$ cat src/rtl/sqrt_sched_pkg.sv
// Shared types and width helpers for the sqrt scheduler.
package sqrt_sched_pkg;

  typedef enum logic [1:0] {
    IDLE  = 2'd0,
    ISSUE = 2'd1,
    WAIT  = 2'd2,
    RESP  = 2'd3
  } state_t;

  // Result width of an integer square root of a din_w-bit radicand.
  function automatic int calc_dout_w(input int din_w);
    return din_w / 2 + din_w % 2;
  endfunction

  // Requester index width; never narrower than one bit.
  function automatic int calc_id_w(input int n);
    return (n > 1) ? $clog2(n) : 1;
  endfunction

endpackage

$ cat src/rtl/sqrt.sv
// Iterative digit-by-digit integer square root, one result bit per cycle.
// dout_valid pulses DOUT_W+1 cycles after the din_valid cycle.
module sqrt
  import sqrt_sched_pkg::*;
#(
  parameter int DIN_W = 32,
  localparam int DOUT_W = calc_dout_w(DIN_W)
) (
  input  logic              clk,
  input  logic              rst,
  input  logic              din_valid,
  input  logic [DIN_W-1:0]  din,
  output logic              dout_valid,
  output logic [DOUT_W-1:0] dout
);

  localparam int RAD_W = 2 * DOUT_W;
  localparam int CW    = $clog2(DOUT_W + 1);

  logic [RAD_W-1:0]  rad, rad_in;
  logic [DOUT_W-1:0] rem, root, rem_nx, root_nx;
  logic [DOUT_W+1:0] rem_sh, trial;
  logic [CW-1:0]     cnt;
  logic              run, take;
  logic              unused_trial_hi;

  // One restoring step: bring down two radicand bits and try root*4+1.
  // The remainder fits DOUT_W bits on every step that reuses it; only the
  // final, discarded remainder can be wider, so its top bits are dropped.
  always_comb begin
    rad_in          = RAD_W'(din);
    rem_sh          = {rem, rad[RAD_W-1 -: 2]};
    take            = rem_sh >= {root, 2'b01};
    trial           = rem_sh - {root, 2'b01};
    rem_nx          = take ? trial[DOUT_W-1:0] : rem_sh[DOUT_W-1:0];
    root_nx         = DOUT_W'({root, take});
    unused_trial_hi = |trial[DOUT_W+1:DOUT_W];
  end

  // Load on din_valid, iterate DOUT_W times, then pulse dout_valid.
  always_ff @(posedge clk or posedge rst) begin
    if (rst) begin
      rad        <= '0;
      rem        <= '0;
      root       <= '0;
      cnt        <= '0;
      run        <= 1'b0;
      dout_valid <= 1'b0;
    end else begin
      dout_valid <= 1'b0;
      if (din_valid) begin
        rad  <= rad_in;
        rem  <= '0;
        root <= '0;
        cnt  <= CW'(DOUT_W);
        run  <= 1'b1;
      end else if (run) begin
        rad  <= rad << 2;
        rem  <= rem_nx;
        root <= root_nx;
        cnt  <= cnt - 1'b1;
        if (cnt == CW'(1)) begin
          run        <= 1'b0;
          dout_valid <= 1'b1;
        end
      end
    end
  end

  assign dout = root;

endmodule

$ cat src/rtl/sqrt_sched_arb.sv
// Request arbiter for sqrt_sched. With SQRT_SCHED_RR_EN defined it is a
// round-robin arbiter whose pointer moves only on adv; otherwise it is a
// fixed-priority (lowest index wins) arbiter with no state.
module sqrt_sched_arb #(
  parameter int N_REQ = 4,
  parameter int ID_W  = 2
) (
`ifdef SQRT_SCHED_RR_EN
  input  logic             clk,
  input  logic             rst,
  input  logic             adv,
`endif
  input  logic [N_REQ-1:0] req,
  output logic [N_REQ-1:0] gnt,
  output logic [ID_W-1:0]  gnt_idx
);

`ifdef SQRT_SCHED_RR_EN
  logic [ID_W-1:0] ptr;
  logic            found;
  int              idx;

  // Search from ptr+1 upward, wrapping, first set request wins.
  always_comb begin
    gnt     = '0;
    gnt_idx = '0;
    found   = 1'b0;
    idx     = 0;
    for (int k = 1; k <= N_REQ; k++) begin
      idx = (int'(ptr) + k) % N_REQ;
      if (!found && req[idx]) begin
        found        = 1'b1;
        gnt[idx]     = 1'b1;
        gnt_idx      = ID_W'(idx);
      end
    end
  end

  // Pointer remembers the last granted requester; starts at N_REQ-1.
  always_ff @(posedge clk or posedge rst) begin
    if (rst)      ptr <= ID_W'(N_REQ - 1);
    else if (adv) ptr <= gnt_idx;
  end
`else
  // Lowest index wins: scan downward so the last hit is the lowest.
  always_comb begin
    gnt     = '0;
    gnt_idx = '0;
    for (int k = N_REQ - 1; k >= 0; k--) begin
      if (req[k]) begin
        gnt     = '0;
        gnt[k]  = 1'b1;
        gnt_idx = ID_W'(k);
      end
    end
  end
`endif

endmodule

$ cat src/rtl/sqrt_sched.sv
// Shares one sqrt core among N_REQ requesters: arbitrate in IDLE, launch a
// single operation, wait for the result, hold it until the owner takes it.
// Optional round-robin arbitration: define SQRT_SCHED_RR_EN.
module sqrt_sched
  import sqrt_sched_pkg::*;
#(
  parameter int N_REQ = 4,
  parameter int DIN_W = 32,
  localparam int DOUT_W = calc_dout_w(DIN_W),
  localparam int ID_W   = calc_id_w(N_REQ)
) (
  input  logic                   clk,
  input  logic                   rst,
  input  logic [N_REQ-1:0]       req_valid,
  output logic [N_REQ-1:0]       req_ready,
  input  logic [N_REQ*DIN_W-1:0] req_data,
  output logic [N_REQ-1:0]       rsp_valid,
  input  logic [N_REQ-1:0]       rsp_ready,
  output logic [DOUT_W-1:0]      rsp_data,
  output logic [ID_W-1:0]        rsp_id,
  output logic                   busy
);

  state_t            state, state_nxt;
  logic [N_REQ-1:0]  gnt, own_q, rsp_valid_q;
  logic [ID_W-1:0]   gnt_idx, id_q;
  logic [DIN_W-1:0]  opnd_q;
  logic [DOUT_W-1:0] res_q, core_dout;
  logic              core_dout_valid, din_valid, hs_req, rsp_hs, busy_q;

  sqrt_sched_arb #(
    .N_REQ (N_REQ),
    .ID_W  (ID_W)
  ) u_arb (
`ifdef SQRT_SCHED_RR_EN
    .clk     (clk),
    .rst     (rst),
    .adv     (hs_req),
`endif
    .req     (req_valid),
    .gnt     (gnt),
    .gnt_idx (gnt_idx)
  );

  sqrt #(
    .DIN_W (DIN_W)
  ) u_core (
    .clk        (clk),
    .rst        (rst),
    .din_valid  (din_valid),
    .din        (opnd_q),
    .dout_valid (core_dout_valid),
    .dout       (core_dout)
  );

  // Only the requester that owns the held result can retire it.
  assign rsp_hs = |(rsp_ready & own_q);

  // State register; reset drops any in-flight operation.
  always_ff @(posedge clk or posedge rst) begin
    if (rst) state <= IDLE;
    else     state <= state_nxt;
  end

  // Next state, accept strobe and core launch.
  always_comb begin
    state_nxt = state;
    req_ready = '0;
    din_valid = 1'b0;
    hs_req    = 1'b0;
    case (state)
      IDLE: begin
        req_ready = rst ? '0 : gnt;
        if (!rst && |req_valid) begin
          hs_req    = 1'b1;
          state_nxt = ISSUE;
        end
      end
      ISSUE: begin
        din_valid = 1'b1;
        state_nxt = WAIT;
      end
      WAIT:    if (core_dout_valid) state_nxt = RESP;
      RESP:    if (rsp_hs)          state_nxt = IDLE;
      default: state_nxt = IDLE;
    endcase
  end

  // Operand/owner capture, result capture and registered outputs.
  always_ff @(posedge clk or posedge rst) begin
    if (rst) begin
      opnd_q      <= '0;
      id_q        <= '0;
      own_q       <= '0;
      res_q       <= '0;
      rsp_valid_q <= '0;
      busy_q      <= 1'b0;
    end else begin
      busy_q <= (state_nxt != IDLE);
      if (hs_req) begin
        opnd_q <= req_data[int'(gnt_idx)*DIN_W +: DIN_W];
        id_q   <= gnt_idx;
        own_q  <= gnt;
      end
      if (state == WAIT && core_dout_valid) begin
        res_q       <= core_dout;
        rsp_valid_q <= own_q;
      end else if (state == RESP && rsp_hs) begin
        rsp_valid_q <= '0;
      end
    end
  end

  assign rsp_valid = rsp_valid_q;
  assign rsp_data  = res_q;
  assign rsp_id    = id_q;
  assign busy      = busy_q;

endmodule

$ cat config.mk
export PLATFORM = sky130hd
export DESIGN_NAME = sqrt_sched
export DESIGN_NICKNAME = d
export VERILOG_FILES = /design/src/rtl/sqrt_sched_pkg.sv /design/src/rtl/sqrt.sv /design/src/rtl/sqrt_sched_arb.sv /design/src/rtl/sqrt_sched.sv
export SDC_FILE = /design/constraint.sdc
export NUM_CORES = 1
export LEC_CHECK = 0
export BUFFER_PORTS_ARGS = -buffer_cell sky130_fd_sc_hd__buf_2
export CAP_MARGIN = 20
export CORE_MARGIN = 4
export CORE_UTILIZATION = 54
export DETAILED_ROUTE_END_ITERATION = 10
export HOLD_SLACK_MARGIN = 0.06
export PLACE_DENSITY = 0.77
export SETUP_SLACK_MARGIN = 0.1
export SKIP_LAST_GASP = 1
export SYNTH_ARGS = -nofsm -noshare
export SYNTH_HDL_FRONTEND = slang
export SYNTH_SLANG_ARGS = --single-unit
$ cat constraint.sdc
create_clock -name clk -period 4.3 [get_ports clk]
set_input_delay 0.215 -clock clk [delete_from_list [all_inputs] [get_ports clk]]
set_output_delay 0.215 -clock clk [all_outputs]
set_load 0.02 [all_outputs]
Word-level counts from Yosys, hierarchy flattened
Index checks and enable logic that the tools add are counted.
{"block": "word_totals", "regBits": 132, "out_inout_bits": 27, "wordCells": 66, "input_bits": 138}
{"block": "classes", "n_bitwise": 1, "n_eq_ne": 4, "reduce_logical": 10, "n_lt_le_gt_ge": 1, "addsub": 2, "n_mux": 34, "shifts": 1}
{"op": "$shiftx 128x8->32", "n": 1}
{"op": "$mux 16", "n": 5}
{"op": "$mux 32", "n": 2}
{"op": "$mux 4", "n": 8}
{"op": "$ge 18x18->1", "n": 1}
{"op": "$sub 16x16->16", "n": 1}
{"op": "$mux 2", "n": 7}
{"op": "$mux 5", "n": 2}
{"op": "$mux 1", "n": 9}
{"op": "$pmux 2 s4", "n": 1}
{"op": "$reduce_or 4->1", "n": 2}
{"op": "$reduce_bool 2->1", "n": 3}
{"op": "$eq 5x1->1 const B", "n": 1}
{"op": "$sub 5x1->5 const B", "n": 1}
{"op": "$and 4x4->4", "n": 1}
{"op": "$eq 2x2->1 const B", "n": 2}
{"op": "$logic_and 1x1->1", "n": 3}
{"op": "$eq 2x1->1 const B", "n": 1}
{"op": "$logic_not 2->1", "n": 1}
{"op": "$logic_not 1->1", "n": 1}

Longest topological paths before layout
Gate-level depths: netlist (run 1).
{"block": "logic_depth", "ltp_word": 6, "ltp_mapped": 11, "depth_no_buf": 9}

By module
Synthesis (run 1) repeated with hierarchy kept, for this count alone.
{"block": "hier_totals", "hier_cells": 678, "hier_area_um2": 7419.6}
{"module": "sqrt", "cells_each": 441, "seq_area_each_um2": 1776.7, "area_each_um2": 4092.7, "n_inst": 1}
{"module": "sqrt_sched", "cells_each": 228, "seq_area_each_um2": 1526.5, "area_each_um2": 3266.9, "n_inst": 1}
{"module": "sqrt_sched_arb", "cells_each": 9, "seq_area_each_um2": 0.0, "area_each_um2": 60.1, "n_inst": 1}

Least setup slack after synthesis (run 1)
OpenSTA, ideal clock, no wires.
{"block": "synth_path", "path_type": "input-to-output", "start": "input rst", "end": "output req_ready[1]", "required_time_ns": 4.085, "stages": 3, "n_path_buf": 0, "path_slack_ns": 0.196, "t_arrival_ns": 3.889, "path_cell_list": "inv_1 > nand2_1 > nor3b_1"}
{"block": "synth_between", "elab_chain_len": 2}
{"element": "start: declaration", "line_no": "sqrt_sched.sv:13", "text": "input logic rst,"}
{"element": "$mux 4", "line_no": "sqrt_sched.sv:73", "text": "req_ready = rst ? '0 : gnt;"}
{"element": "$mux 4", "line_no": "sqrt_sched.sv:71", "text": "case (state)"}
{"element": "end: declaration", "line_no": "sqrt_sched.sv:15", "text": "output logic [N_REQ-1:0] req_ready,"}
Every way passes these cells.

Worst setup path in the final report (run 1)
{"block": "layout_path", "start": "register u_core.root[9], in the netlist u_core.dout[9]", "end": "register u_core.rem[3]"}
{"block": "layout_between", "elab_chain_len": 4}
{"element": "start: declaration", "line_no": "sqrt.sv:21", "text": "logic [DOUT_W-1:0] rem, root, rem_nx, root_nx;"}
{"element": "start signal: assignment", "line_no": "sqrt.sv:60", "text": "root <= root_nx;"}
{"element": "$ge 18x18->1", "line_no": "sqrt.sv:33", "text": "take = rem_sh >= {root, 2'b01};"}
{"element": "$mux 16", "line_no": "sqrt.sv:35", "text": "rem_nx = take ? trial[DOUT_W-1:0] : rem_sh[DOUT_W-1:0];"}
{"element": "$mux 16", "line_no": "sqrt.sv:57", "text": "end else if (run) begin"}
{"element": "$mux 16", "line_no": "sqrt.sv:51", "text": "if (din_valid) begin"}
{"element": "end signal: assignment", "line_no": "sqrt.sv:59", "text": "rem <= rem_nx;"}
{"element": "end: declaration", "line_no": "sqrt.sv:21"}
Every way passes these cells. The select of a mux whose other input is x is not followed.
A chain may end at the register's enable or synchronous reset.

==> flow_metrics.tcl, run 1 <==
set metrics [dict create \
    required_ns 4.55 \
    crit_family "simple AND/OR/NAND/NOR gates" \
    first_global_vias 5934 \
    io_pins 165 \
    cp-start-kind "register" \
    grt_start_max_net_pins 87 \
    setup_viol 0 \
    reg2reg_depth 9 \
    die_width_um 123 \
    path_common_cell "a21oi_1" \
    relSlewSlack_pct 27.6 \
    ys_seq_area_share_pct 46.6 \
    stdcell_count 1043 \
    maxCapViolCount 0 \
    finalNetCount 1017 \
    avgSynthCellArea_sq_um 10.0 \
    drt_first_pass_iters 7 \
    synthDistinctLibCells 53 \
    avgViaCountPerCell 5.61 \
    fillers 1025 \
    leakage_nw 4.26 \
    hp-class "in2reg" \
    clk_path_buf_depth 2 \
    hold_viol 0 \
    max_freq_mhz 368 \
    via_count 5856 \
    slew_violations 0 \
    cts-root-buf "clkbuf_16" \
    power_density_nw_per_um2 758 \
    path_class "reg2reg" \
    hold_ws_ns 0.169 \
    crit_cells 9 \
    start_util_pct 55.7 \
    clkLatencyLatePin_ns 0.41 \
    track_usage_pct 23.7 \
    synth-main-ff-cell "dfrtp_1" \
    post_cts_resize_count 0 \
    synth_edf_count 0 \
    final_antenna_net_count 0 \
    slowest_delay_ns 0.58 \
    numCtsBuffers 17 \
    worst_pin_slew_ns 1.09 \
    ys_warn_count 0 \
    antenna_found_initial 0 \
    row_count 41 \
    met3_usage_pct 4.75 \
    multi_input_area_sq_um 3540 \
    numPortBuffers 164 \
    cts_tree "built" \
    dr.first_iter.drc_count 383 \
    crit_chain "inv_1 -> ha_1 -> o21ai_1 -> a21oi_1 -> nand4_1 -> o21ai_2 -> or2_1 -> mux2i_1 -> a21oi_1" \
    coreArea_sq_um 12700 \
    end_kind "register" \
    dp.cells 1010 \
    grt_use_met2_pct 40.9 \
    drive_above_1_share_pct 28.4 \
    htree_levels 4 \
    cts_setup_buffers 0 \
    num_antenna_cells 0 \
    rsz0062_at_grt "false" \
    drc 0 \
    drt_wl_total_mm 17.0 \
    power.ir.vdd_worst_v 0.000370 \
    totalPowerFinal_mw 6.53 \
    grt-ovfl-total 0 \
    fin_crit_ns 2.72 \
    final_cell_mix "nand2_1 (177), buf_2 (164), dfrtp_1 (131)" \
    hold_depth 4 \
    grt_pass1_wl_mm 28.0 \
    status "complete, no violations" \
    layout_commonest_cell "nand2_1" \
    hpwl_mm 12.2 \
    cts.reportedPaths.clkPinSlew_ns 0.06 \
    postSynthCellCount 707 \
    grt.busiest_layer "met2" \
    synth-seq-cells 132 \
    die_h_um 123 \
    cp_slowest_cell "or2_1" \
    synth_nets 865 \
    cts_hold_buf 1 \
    fin_worst_skew_ns 0.00511 \
    crit_arrival_ns 2.96 \
    cts.sinks 132 \
    use_met1_pct 29.4 \
    avgRoutedWirePerCell_um 16.3 \
    gp_congestion 0.909 \
    syn_area_sq_um 7090 \
    area_growth_pct 21.6 \
    fin_crit_sh_pct 63.2 \
    fin_setup_tns_ns 0 \
    path_buf_inv 1 \
    regArea_sq_um 3310 \
    async_flop_share_pct 100 \
    path_max_fanout 12 \
    dieArea_sq_um 15000 \
]
power breakdown:
part	total [mW]	leakage, nW	internal, mW	switching (mW)
sequential	2.16	1.68	1.78	0.374
combinational	3.04	2.31	1.27	1.77
clock	1.33	0.262	0.818	0.515
sequential cells by signal, summed over array words and instances, names as in the netlist:
name and cells:
u_core.dout 16, opnd_q 32, own_q 4, u_core.dout_valid 1
state 2, rsp_data 16, u_core.rad 32, busy 1
rsp_id 2, rsp_valid 4, u_core.rem 16, u_core.run 1
u_core.cnt 5
synthesized netlist by cell type, drive strengths merged (2+ instances only):
cell type / number / area (sq um)
a211oi: 3 / 22.5
a21o: 8 / 60.1
a21oi: 26 / 130
a22o: 5 / 43.8
a22oi: 2 / 15.0
a31oi: 3 / 18.8
a32oi: 2 / 17.5
and3: 4 / 25.0
and4: 3 / 26.3
buf: 7 / 48.8
clkbuf: 33 / 124
dfrtp: 132 / 3300
ha: 20 / 250
inv: 24 / 90.1
mux2i: 53 / 531
mux4: 32 / 721
nand2: 177 / 664
nand2b: 3 / 18.8
nand3: 3 / 15.0
nand4: 4 / 25.0
nor2: 34 / 130
nor2b: 2 / 12.5
nor3: 6 / 30.0
nor4: 3 / 18.8
o211ai: 4 / 40.0
o21a: 6 / 46.3
o21ai: 72 / 364
o22ai: 2 / 12.5
o31ai: 2 / 20.0
or2: 2 / 12.5
or3: 2 / 12.5
xnor2: 8 / 70.1
xor2: 10 / 87.6
cells by family after synthesis:
logic type | synth area share (%)
fa+ha+maj | 3.53
mux | 17.6
simple gates | 14.5
flops | 46.6
xor+xnor | 2.22
compound gates | 11.8
buf+inv | 3.76
area by class of cell:
type | instances | share of cell area [%]
clock inverter | 9 | 0.944
tap | 172 | 2.50
timing repair buffer | 173 | 10.6
clock buffer | 22 | 5.39
multi-input combinational | 510 | 41.1
sequential | 132 | 38.4
inverter | 25 | 1.12
through the flow:
step / area [sq um] / util [%] / setup WS [ns]
detailed placement: 8040 / 63.2 / 1.65
finish: 8620 / 67.7 / 1.58
floorplan: 7090 / - / 0.196
global route: 8620 / 67.7 / 1.29
CTS: 8590 / 67.5 / 1.61
global placement: 8040 / 63.2 / 1.71
metal layers:
layer,up-vias,routed length (um)
li1,2786,-
met1,2855,6930
met2,184,8890
met3,31,817
met4,0,377
met5,-,0
worst register-to-register path: cells and delay by family (launching register included):
kind | cells | cell delay [ns]
AO/OA/AOI/OAI | 4 | 0.67
adder cells (fa/ha/maj) | 1 | 0.41
buffers and inverters | 1 | 0.08
flip-flops | 1 | 0.38
multiplexers | 1 | 0.28
AND/OR/NAND/NOR | 2 | 0.73
worst paths after layout:
kind	from	endpoint	slack (ns)
min in group asynchronous	rst	u_core.dout_valid	0.45
hold reg to reg	opnd_q[18]	u_core.rad[18]	0.47
hold / removal	rsp_ready[3]	state[0]	0.17
setup reg to reg	u_core.dout[9]	u_core.rem[3]	1.58
max in group asynchronous	rst	u_core.rad[19]	2.73
setup / recovery	u_core.dout[9]	u_core.rem[3]	1.58
Note: power is estimated with default switching activity, not from simulation.
==> run 2: changes to the inputs <==
- clock period: 4.3 -> 2.5 ns (I/O delays scaled with it)
==> flow_metrics.tcl, run 2 (synthesis gave the netlist of run 1 again) <==
set metrics [dict create \
    status "complete, no violations" \
    finalNetCount 1031 \
    hold_viol 0 \
    slowest_delay_ns 0.39 \
    path_max_fanout 7 \
    relSlewSlack_pct 54.5 \
    worstSetupStartpoint "u_core.dout[9]" \
    setup_ws_ns 0.144 \
    grt_start_max_net_pins 133 \
    p_comb_share_pct 48.0 \
    avgViaCountPerCell 5.65 \
    final_antenna_net_count 0 \
    totalPowerFinal_mw 12.1 \
    min_from "rsp_ready[3]" \
    fin_worst_skew_ns 0.0136 \
    seqPwrFrac_pct 31.6 \
    multi_input_area_sq_um 3670 \
    placedInstanceArea_sq_um 8150 \
    p_sw_share_pct 39.7 \
    p_sw_mw 4.82 \
    cts-root-buf "clkbuf_16" \
    dr.first_iter.drc_count 441 \
    num_antenna_cells 0 \
    cp-start-kind "register" \
    clkLatencyLatePin_ns 0.42 \
    fin_setup_tns_ns 0 \
    slew_violations 0 \
    die_h_um 123 \
    avgRoutedWirePerCell_um 16.5 \
    reg2reg_slack_ns 0.14 \
    drive_above_1_share_pct 31.4 \
    setup_viol 0 \
    crit_chain "inv_1 -> ha_4 -> o21a_1 -> o21a_2 -> o211ai_2 -> o21ai_2 -> or2_4 -> buf_4 -> mux2i_1 -> a21oi_1" \
    internal-power_mw 7.32 \
    row_count 41 \
    worst_pin_slew_ns 0.682 \
    final_cell_area_sq_um 8910 \
    clk_path_buf_depth 2 \
    drt_wl_total_mm 17.4 \
    dieArea_sq_um 15000 \
    hpwl_mm 12.5 \
    power_density_nw_per_um2 1360 \
    numCtsBuffers 17 \
    cts.sinks 132 \
    top_regs "opnd_q (32), u_core.rad (32)" \
    cts_tree "built" \
    maxCapViolCount 0 \
    numPortBuffers 164 \
    path_class "reg2reg" \
    die_width_um 123 \
    reg2reg_from "u_core.dout[9]" \
    first_global_vias 6191 \
    grt_pass1_wl_mm 28.5 \
    track_usage_pct 24.2 \
    cp_slowest_cell "dfrtp_1" \
    drt_first_pass_iters 5 \
    cts.reportedPaths.clkPinSlew_ns 0.06 \
    fillers 972 \
    antenna_found_initial 0 \
    power_frac_clock_pct 20.4 \
    pre_cts_ws_ns 0.123 \
    regArea_sq_um 3310 \
    drc 0 \
    area_growth_pct 25.7 \
    io_pins 165 \
    leakage_nw 4.36 \
    coreArea_sq_um 12700 \
    fin_crit_sh_pct 94.2 \
    hp-class "in2reg" \
    fin_crit_ns 2.36 \
    htree_levels 4 \
    start_util_pct 55.7 \
    end_kind "register" \
    final_cell_mix "nand2_1 (177), buf_2 (164), dfrtp_1 (131)" \
    crit_arrival_ns 2.63 \
    grt-ovfl-total 0 \
    required_ns 2.78 \
    gp_congestion 0.927 \
    via_count 5968 \
    power.ir.vdd_worst_v 0.000792 \
    layout_commonest_cell "nand2_1" \
    max_freq_mhz 425 \
]
run 2: changes by cell type in the layout (fill, tap and decap cells not counted), moves of 2 or more:
cell       previous run  this run
buf_4                 7        18
ha_1                 20        10
ha_2                  0         3
a21oi_1              25        21
a21oi_2               1         5
ha_4                  0         7
bufinv_16             1         3
buf_12                0         3
run 2: power by group through the flow:
stage	logic [mW]	clock network (mW)	registers (mW)
after floorplan	4.00	0	3.65
after global placement	5.09	0	3.77
after detailed placement	5.26	0	3.82
after CTS	5.35	2.53	3.80
after global routing	6.41	2.63	3.96
final	5.82	2.48	3.84
run 2: critical path, delay by kind of cell, from the launching register on:
| family | cells | cell delay (ns) |
|---|---|---|
| AO/OA/AOI/OAI | 5 | 0.80 |
| adder cells (fa/ha/maj) | 1 | 0.24 |
| buffers and inverters | 2 | 0.29 |
| flip-flops | 1 | 0.39 |
| multiplexers | 1 | 0.23 |
| AND/OR/NAND/NOR | 1 | 0.26 |
run 2: path summary, 6_finish.rpt:
check	to	depth (start not counted)
worst max-delay path	u_core.rem[10]	10
worst min-delay path	state[0]	4
worst max register to register	u_core.rem[10]	10
worst min register to register	rsp_data[8]	2
max in group asynchronous	u_core.run	4
min in group asynchronous	u_core.dout[13]	4
run 2: cell type report:
class	count	area share, %
sequential	132	37.1
clock inverter	10	1.47
inverter	25	1.09
tap	172	2.41
clock buffer	21	5.17
multi-input combinational	510	41.1
timing repair buffer	187	11.6
run 2: through the flow:
| step | hold slack, ns | cells | utilization [%] |
|---|---|---|---|
| after global routing | 0.0914 | 1057 | 70.1 |
| final | 0.0793 | 1057 | 70.1 |
| after detailed placement | 0.429 | 1020 | 64.1 |
| after global placement | 0.408 | 1020 | 64.1 |
| after floorplan | 0.340 | 707 | - |
| after CTS | 0.0641 | 1053 | 68.9 |
run 2: routing by layer:
metal  routed length [um]  share of wire, %  global-route usage [%]  vias to the layer above
met1                 6990                40                    29.0                     2897
met5                    0                 0                       0                        -
met4                  650               3.7                    10.9                        0
met2                 8810                51                    41.3                      219
li1                     -                 -                       -                     2801
met3                  978               5.6                    5.94                       51
run 2: what timing repair did:
item	CTS	global route
hold endpoints to repair	133	0
hold buffers	2	0
resized for setup	2	18
pin swaps	0	5
setup endpoints to repair	2	16
setup buffers	0	4
